**config.mk**
```make
export PLATFORM = sky130hd
export DESIGN_NAME = alu_issue_stage_flat
export DESIGN_NICKNAME = d
export VERILOG_FILES = /design/src/rtl/alu_issue_if.sv /design/src/rtl/alu_issue_stage.sv /design/src/flat_wrapper.sv
export SDC_FILE = /design/constraint.sdc
export NUM_CORES = 1
export LEC_CHECK = 0
export BUFFER_PORTS_ARGS = -buffer_cell sky130_fd_sc_hd__buf_2
export CAP_MARGIN = 20
export CORE_MARGIN = 2
export CORE_UTILIZATION = 45
export CTS_CLUSTER_DIAMETER = 60
export DETAILED_ROUTE_END_ITERATION = 8
export PLACE_DENSITY = 0.91
export SLEW_MARGIN = 20
export SYNTH_ARGS = -nofsm -noshare
export SYNTH_HDL_FRONTEND = slang
export SYNTH_SLANG_ARGS = --single-unit
export TNS_END_PERCENT = 30
```
**constraint.sdc**
```tcl
create_clock -name clk -period 2.58 [get_ports clk]
set_clock_uncertainty 0.15 [all_clocks]
set_input_delay 0.516 -clock clk [delete_from_list [all_inputs] [get_ports clk]]
set_output_delay 0.516 -clock clk [all_outputs]
set_load 0.1 [all_outputs]
```
**src/rtl/alu_issue_if.sv**
```systemverilog
// alu_issue_if: ID-to-EX issue bus between decode, the issue register and the ALU.
interface alu_issue_if #(
  parameter int DATA_W = 32,
  parameter int REG_AW = 5,
  parameter int CTRL_W = 4
);
  logic              in_valid;
  logic              in_ready;
  logic [1:0]        alu_op;
  logic [5:0]        funct;
  logic              alu_src;
  logic [REG_AW-1:0] rs_addr;
  logic [REG_AW-1:0] rt_addr;
  logic [DATA_W-1:0] rs_data;
  logic [DATA_W-1:0] rt_data;
  logic [DATA_W-1:0] imm;
  logic              exmem_regwrite;
  logic [REG_AW-1:0] exmem_rd;
  logic [DATA_W-1:0] exmem_result;
  logic              memwb_regwrite;
  logic [REG_AW-1:0] memwb_rd;
  logic [DATA_W-1:0] memwb_result;
  logic              flush;
  logic              out_ready;
  logic              out_valid;
  logic [CTRL_W-1:0] alu_control;
  logic [DATA_W-1:0] alu_a;
  logic [DATA_W-1:0] alu_b;
  logic              illegal;
  modport master (
    output in_valid, alu_op, funct, alu_src, rs_addr, rt_addr, rs_data, rt_data, imm,
           exmem_regwrite, exmem_rd, exmem_result, memwb_regwrite, memwb_rd, memwb_result,
           flush, out_ready,
    input  in_ready, out_valid, alu_control, alu_a, alu_b, illegal
  );
  modport slave (
    input  in_valid, alu_op, funct, alu_src, rs_addr, rt_addr, rs_data, rt_data, imm,
           exmem_regwrite, exmem_rd, exmem_result, memwb_regwrite, memwb_rd, memwb_result,
           flush, out_ready,
    output in_ready, out_valid, alu_control, alu_a, alu_b, illegal
  );
endinterface

```
**src/rtl/alu_issue_stage.sv**
```systemverilog
// alu_issue_stage: ID/EX issue register with ALU decode, operand forwarding and valid/ready handshake.
module alu_issue_stage #(
  parameter int DATA_W = 32,
  parameter int REG_AW = 5,
  parameter int CTRL_W = 4
) (
  input logic        clk,
  input logic        rst_n,
  alu_issue_if.slave bus_io
);
  logic              valid_q, valid_d, illegal_q, illegal_d, load;
  logic              ex_a, mw_a, ex_b, mw_b;
  logic [CTRL_W-1:0] ctrl_q, ctrl_d;
  logic [DATA_W-1:0] a_q, a_d, b_q, b_d;
  assign bus_io.in_ready = !valid_q || bus_io.out_ready;
  assign load = bus_io.in_valid && bus_io.in_ready && !bus_io.flush;
  // register 0 is hardwired, so a write to it never forwards
  assign ex_a = bus_io.exmem_regwrite && bus_io.exmem_rd != '0 && bus_io.exmem_rd == bus_io.rs_addr;
  assign mw_a = bus_io.memwb_regwrite && bus_io.memwb_rd != '0 && bus_io.memwb_rd == bus_io.rs_addr;
  assign ex_b = bus_io.exmem_regwrite && bus_io.exmem_rd != '0 && bus_io.exmem_rd == bus_io.rt_addr;
  assign mw_b = bus_io.memwb_regwrite && bus_io.memwb_rd != '0 && bus_io.memwb_rd == bus_io.rt_addr;
  always_comb begin
    valid_d = bus_io.flush ? 1'b0 : load ? 1'b1 : valid_q && !bus_io.out_ready;
    a_d = ex_a ? bus_io.exmem_result : mw_a ? bus_io.memwb_result : bus_io.rs_data;
    b_d = bus_io.alu_src ? bus_io.imm : ex_b ? bus_io.exmem_result : mw_b ? bus_io.memwb_result : bus_io.rt_data;
    ctrl_d = 4'b0010;
    illegal_d = 1'b0;
    case (bus_io.alu_op)
      2'b00: ctrl_d = 4'b0010;
      2'b01: ctrl_d = 4'b0110;
      2'b10:
        case (bus_io.funct)
          6'b100000: ctrl_d = 4'b0010;
          6'b100010: ctrl_d = 4'b0110;
          6'b100100: ctrl_d = 4'b0000;
          6'b100101: ctrl_d = 4'b0001;
          6'b101010: ctrl_d = 4'b0111;
          default:   illegal_d = 1'b1;
        endcase
      default: illegal_d = 1'b1;
    endcase
  end
  always_ff @(posedge clk or negedge rst_n) begin
    if (!rst_n) begin
      valid_q   <= 1'b0;
      ctrl_q    <= 4'b0010;
      a_q       <= '0;
      b_q       <= '0;
      illegal_q <= 1'b0;
    end else begin
      valid_q <= valid_d;
      if (load) begin
        ctrl_q    <= ctrl_d;
        a_q       <= a_d;
        b_q       <= b_d;
        illegal_q <= illegal_d;
      end
    end
  end
  assign bus_io.out_valid   = valid_q;
  assign bus_io.alu_control = ctrl_q;
  assign bus_io.alu_a       = a_q;
  assign bus_io.alu_b       = b_q;
  assign bus_io.illegal     = illegal_q;
endmodule

```
**src/flat_wrapper.sv**
```systemverilog
// flat-port wrapper written by rule: the top's interface ports become plain ports
module alu_issue_stage_flat 
#(
  parameter int DATA_W = 32,
  parameter int REG_AW = 5,
  parameter int CTRL_W = 4
)
  (clk, rst_n, bus_io_in_valid, bus_io_alu_op, bus_io_funct, bus_io_alu_src, bus_io_rs_addr, bus_io_rt_addr, bus_io_rs_data, bus_io_rt_data, bus_io_imm, bus_io_exmem_regwrite, bus_io_exmem_rd, bus_io_exmem_result, bus_io_memwb_regwrite, bus_io_memwb_rd, bus_io_memwb_result, bus_io_flush, bus_io_out_ready, bus_io_in_ready, bus_io_out_valid, bus_io_alu_control, bus_io_alu_a, bus_io_alu_b, bus_io_illegal);
  alu_issue_if #(.DATA_W(DATA_W), .REG_AW(REG_AW), .CTRL_W(CTRL_W)) bus_io_i ();
  input logic clk;
  input logic rst_n;
  input wire logic [$bits(bus_io_i.in_valid)-1:0] bus_io_in_valid;
  input wire logic [$bits(bus_io_i.alu_op)-1:0] bus_io_alu_op;
  input wire logic [$bits(bus_io_i.funct)-1:0] bus_io_funct;
  input wire logic [$bits(bus_io_i.alu_src)-1:0] bus_io_alu_src;
  input wire logic [$bits(bus_io_i.rs_addr)-1:0] bus_io_rs_addr;
  input wire logic [$bits(bus_io_i.rt_addr)-1:0] bus_io_rt_addr;
  input wire logic [$bits(bus_io_i.rs_data)-1:0] bus_io_rs_data;
  input wire logic [$bits(bus_io_i.rt_data)-1:0] bus_io_rt_data;
  input wire logic [$bits(bus_io_i.imm)-1:0] bus_io_imm;
  input wire logic [$bits(bus_io_i.exmem_regwrite)-1:0] bus_io_exmem_regwrite;
  input wire logic [$bits(bus_io_i.exmem_rd)-1:0] bus_io_exmem_rd;
  input wire logic [$bits(bus_io_i.exmem_result)-1:0] bus_io_exmem_result;
  input wire logic [$bits(bus_io_i.memwb_regwrite)-1:0] bus_io_memwb_regwrite;
  input wire logic [$bits(bus_io_i.memwb_rd)-1:0] bus_io_memwb_rd;
  input wire logic [$bits(bus_io_i.memwb_result)-1:0] bus_io_memwb_result;
  input wire logic [$bits(bus_io_i.flush)-1:0] bus_io_flush;
  input wire logic [$bits(bus_io_i.out_ready)-1:0] bus_io_out_ready;
  output wire logic [$bits(bus_io_i.in_ready)-1:0] bus_io_in_ready;
  output wire logic [$bits(bus_io_i.out_valid)-1:0] bus_io_out_valid;
  output wire logic [$bits(bus_io_i.alu_control)-1:0] bus_io_alu_control;
  output wire logic [$bits(bus_io_i.alu_a)-1:0] bus_io_alu_a;
  output wire logic [$bits(bus_io_i.alu_b)-1:0] bus_io_alu_b;
  output wire logic [$bits(bus_io_i.illegal)-1:0] bus_io_illegal;
  assign bus_io_i.in_valid = bus_io_in_valid;
  assign bus_io_i.alu_op = bus_io_alu_op;
  assign bus_io_i.funct = bus_io_funct;
  assign bus_io_i.alu_src = bus_io_alu_src;
  assign bus_io_i.rs_addr = bus_io_rs_addr;
  assign bus_io_i.rt_addr = bus_io_rt_addr;
  assign bus_io_i.rs_data = bus_io_rs_data;
  assign bus_io_i.rt_data = bus_io_rt_data;
  assign bus_io_i.imm = bus_io_imm;
  assign bus_io_i.exmem_regwrite = bus_io_exmem_regwrite;
  assign bus_io_i.exmem_rd = bus_io_exmem_rd;
  assign bus_io_i.exmem_result = bus_io_exmem_result;
  assign bus_io_i.memwb_regwrite = bus_io_memwb_regwrite;
  assign bus_io_i.memwb_rd = bus_io_memwb_rd;
  assign bus_io_i.memwb_result = bus_io_memwb_result;
  assign bus_io_i.flush = bus_io_flush;
  assign bus_io_i.out_ready = bus_io_out_ready;
  assign bus_io_in_ready = bus_io_i.in_ready;
  assign bus_io_out_valid = bus_io_i.out_valid;
  assign bus_io_alu_control = bus_io_i.alu_control;
  assign bus_io_alu_a = bus_io_i.alu_a;
  assign bus_io_alu_b = bus_io_i.alu_b;
  assign bus_io_illegal = bus_io_i.illegal;
  alu_issue_stage #(.DATA_W(DATA_W), .REG_AW(REG_AW), .CTRL_W(CTRL_W)) u_core (.clk(clk), .rst_n(rst_n), .bus_io(bus_io_i));
endmodule
```
==> metrics.txt <==
status finished, final reports clean; peak fanout along the critical path 32; Synth area leader dfrtp_1; # diodes 0; final core utilization 64.78%; number of port buffers 265; post-synthesis register bit count 69; Clock Pin Slew Worst Setup and Hold Paths 0.08 ns; xor and xnor area share after synthesis 3.839%; Post-Synth Simple-Gate Area 16.62%; most common cell in the netlist dfrtp_1; Synth Area in Compound Gates 26.02%; Area contributors post-synth dfrtp_1, mux2i_1, o221a_1; final setup fails 0; fin crit period 2.312 ns; minimum hold slack 0.2629 ns; # IOs 267; unique cell type count in the Yosys netlist 41; WL final 15.74 mm; power per standard cell area 713.5 mW/mm^2; hold_buf cts 1; Clock Tree Buf Depth 2; mux cell area share after synthesis 7.239%; Filler Cell Count 873; internal power consumption 2222 uW; syn avg cell area 8.895 um^2; P_sw 2317 uW; initial antenna violation count 0; combinational power share 49.5%; Setup crit end kind flop; Clk Latency, worst-skew pair 0.33 ns; startpoint class of the critical path input port; EDFF count, synth 0; Detailed Routing Iterations Pass 1 5; total core area 0.009819 mm^2; setup bufs post-CTS 0; delay-heaviest family, CP buffers and inverters; wire per inst 17.36 um; RD Place Congestion 0.8988; TritonCTS buffer count 9; clock power share 20.6%; CTS tree built; switch share 51.04%; Initial Util 46.47%; slowest stage delay, CP 0.52 ns; Synth top area share 37.29%; H-tree depth 3; vias in the first global route 5082; Synth Instances 513; post-synthesis sequential area ratio 37.87%; Fmax 432.5 MHz; Final HPWL DP 11.86 mm; Remaining Overflow, GRT 0; Synth top cells by count dfrtp_1, nand2_1, o21ai_0, inv_1, nand3_1; fin nets 968; via count 5161; max cap viols 0; Die Footprint 0.01096 mm^2; DP Cell Count 890; Crit Path Category input port to flop; # rows 36; leakage power 0.002939 uW; DR vias/cell 5.690; DRC 0; largest family of logic cells by synthesized area compound AO/OA/AOI/OAI gates; Hold Vio Cnt, Final 0; Total GRT Usage 28.22%; fraction of layout cells with a size suffix above 1 41.47%; post_cts resized 0; first-pass GRT wire length 25.08 mm; CP Buf/Inv Count 4; cell mode on critical path buf_4; number of DRC markers in iteration 0 240; largest net degree at the start of global routing 65; die span in y 104.7 um; width of the die 104.7 um; Reg power frac 29.8%; Most used DFF post-synth dfrtp_1; P&R area growth vs syn 39.40%; Async SR Flop Fraction 100.0%; Final period util 89.62%; VDD IR-drop max 0.4129 mV; Worst Max-Slew Pin Slew 0.7223 ns; Finished Layout Cells 907; Final Max Tran Viols 0; required time of the critical path 2.65 ns; clock sinks 69; Synthesized Nets 712; Worst Path Arrival 2.38 ns; relative slew slack 51.69%; Mapped Area 0.004563 mm^2; Worst Hold Class input port to flop; remaining antenna violation count 0; CTS root buf clkbuf_8; CP max stage cell or4_4; Warnings, synthesis 0; adder-cell share of the synthesized area 0.8226%; crit-path cells buf_2 -> buf_4 -> or4_4 -> o21ai_4 -> buf_4 -> buf_4 -> or4_1 -> o211a_1 -> o21ai_1; unrepaired setup endpoints after global routing no
## cells by family (layout without fill, tap and decap cells)
logic type | count (synthesis) | in the layout
multiplexers | 33 | 33
buffers and inverters | 85 | 346
AO/OA/AOI/OAI | 170 | 170
other | 1 | 1
AND/OR/NAND/NOR | 132 | 132
adder cells (fa/ha/maj) | 3 | 3
flip-flops | 69 | 69
XOR/XNOR | 20 | 20
## through the flow
stage | TNS [ns] | worst slack (ns) | power, uW | instance area [um^2]
global route | 0 | 0.1957 | 4725 | 6361
detailed placement | -0.07275 | -0.07275 | 3620 | 6141
finish | 0 | 0.2677 | 4539 | 6361
CTS | 0 | 0.2760 | 4556 | 6361
global placement | -3.613 | -0.2220 | 3586 | 6113
floorplan | -0.3074 | -0.01538 | 3078 | 4573
## registers in the layout (all words and copies together), names as in the netlist
| signal | count |
|---|---|
| u_core.bus_io.alu_a | 32 |
| u_core.bus_io.alu_b | 32 |
| u_core.bus_io.illegal | 1 |
| u_core.bus_io.out_valid | 1 |
| u_core.bus_io.alu_control | 3 |
## power groups by stage
| stage | clock [uW] | combinational [uW] | sequential [uW] |
|---|---|---|---|
| final | 936 | 2250 | 1350 |
| after CTS | 953 | 2250 | 1350 |
| after global routing | 1010 | 2340 | 1370 |
| after global placement | 0 | 2220 | 1370 |
| after detailed placement | 0 | 2250 | 1370 |
| after floorplan | 0 | 411 | 2670 |
## worst register-to-register path: stages (launching register included)
cell and delay, ns:
dfrtp_4 0.48, nor2b_2 0.20, nor3b_4 0.24, buf_4 0.46
nand3b_1 0.20, o221ai_1 0.11, a21oi_1 0.06
## area by class of cell
class / count / area [um^2] / share of cell area, %
multi-input combinational: 359 / 2507 / 39.42
clock buffer: 11 / 151.4 / 2.380
sequential: 69 / 1732 / 27.22
inverter: 36 / 138.9 / 2.183
timing repair buffer: 294 / 1607 / 25.26
clock inverter: 5 / 58.81 / 0.9245
tap: 133 / 166.4 / 2.616
## per-layer routing
metal / track usage [%] / vias up / wire length, um
li1: - / 2408 / -
met3: 4.928 / 36 / 1268
met1: 35.19 / 2430 / 6208
met4: 8.857 / 0 / 403
met5: 0 / - / 0
met2: 49.67 / 287 / 7863
## worst paths after layout
check	from	end	slack, ns	cells past startpoint
max	bus_io_memwb_rd[0]	u_core.bus_io.alu_a[30]	0.27	9
min	bus_io_flush	u_core.bus_io.out_valid	0.26	2
max reg2reg	u_core.bus_io.out_valid	u_core.bus_io.alu_b[13]	0.56	6
min reg2reg	u_core.bus_io.alu_a[16]	u_core.bus_io.alu_a[16]	0.33	2
max in group asynchronous	rst_n	u_core.bus_io.alu_control[1]	1.10	3
min in group asynchronous	rst_n	u_core.bus_io.alu_b[24]	0.57	2
## layout by cell type (no fill, tap or decap), drive strengths merged, types with 3 or more instances in the layout
master	netlist	layout
clkbuf	30	11
o221ai	32	32
xnor2	10	10
nand3	35	35
nand2	39	39
dfrtp	68	68
o221a	31	31
ha	3	3
mux2i	33	33
nand3b	33	33
inv	36	35
xor2	10	10
nor2	3	3
nor3b	3	3
o21ai	69	69
nand4	3	3
buf	19	293
nor3	4	4
a21oi	34	34
clkinvlp	0	3
or4	3	3
No activity file was read; power rests on OpenSTA's default activity.
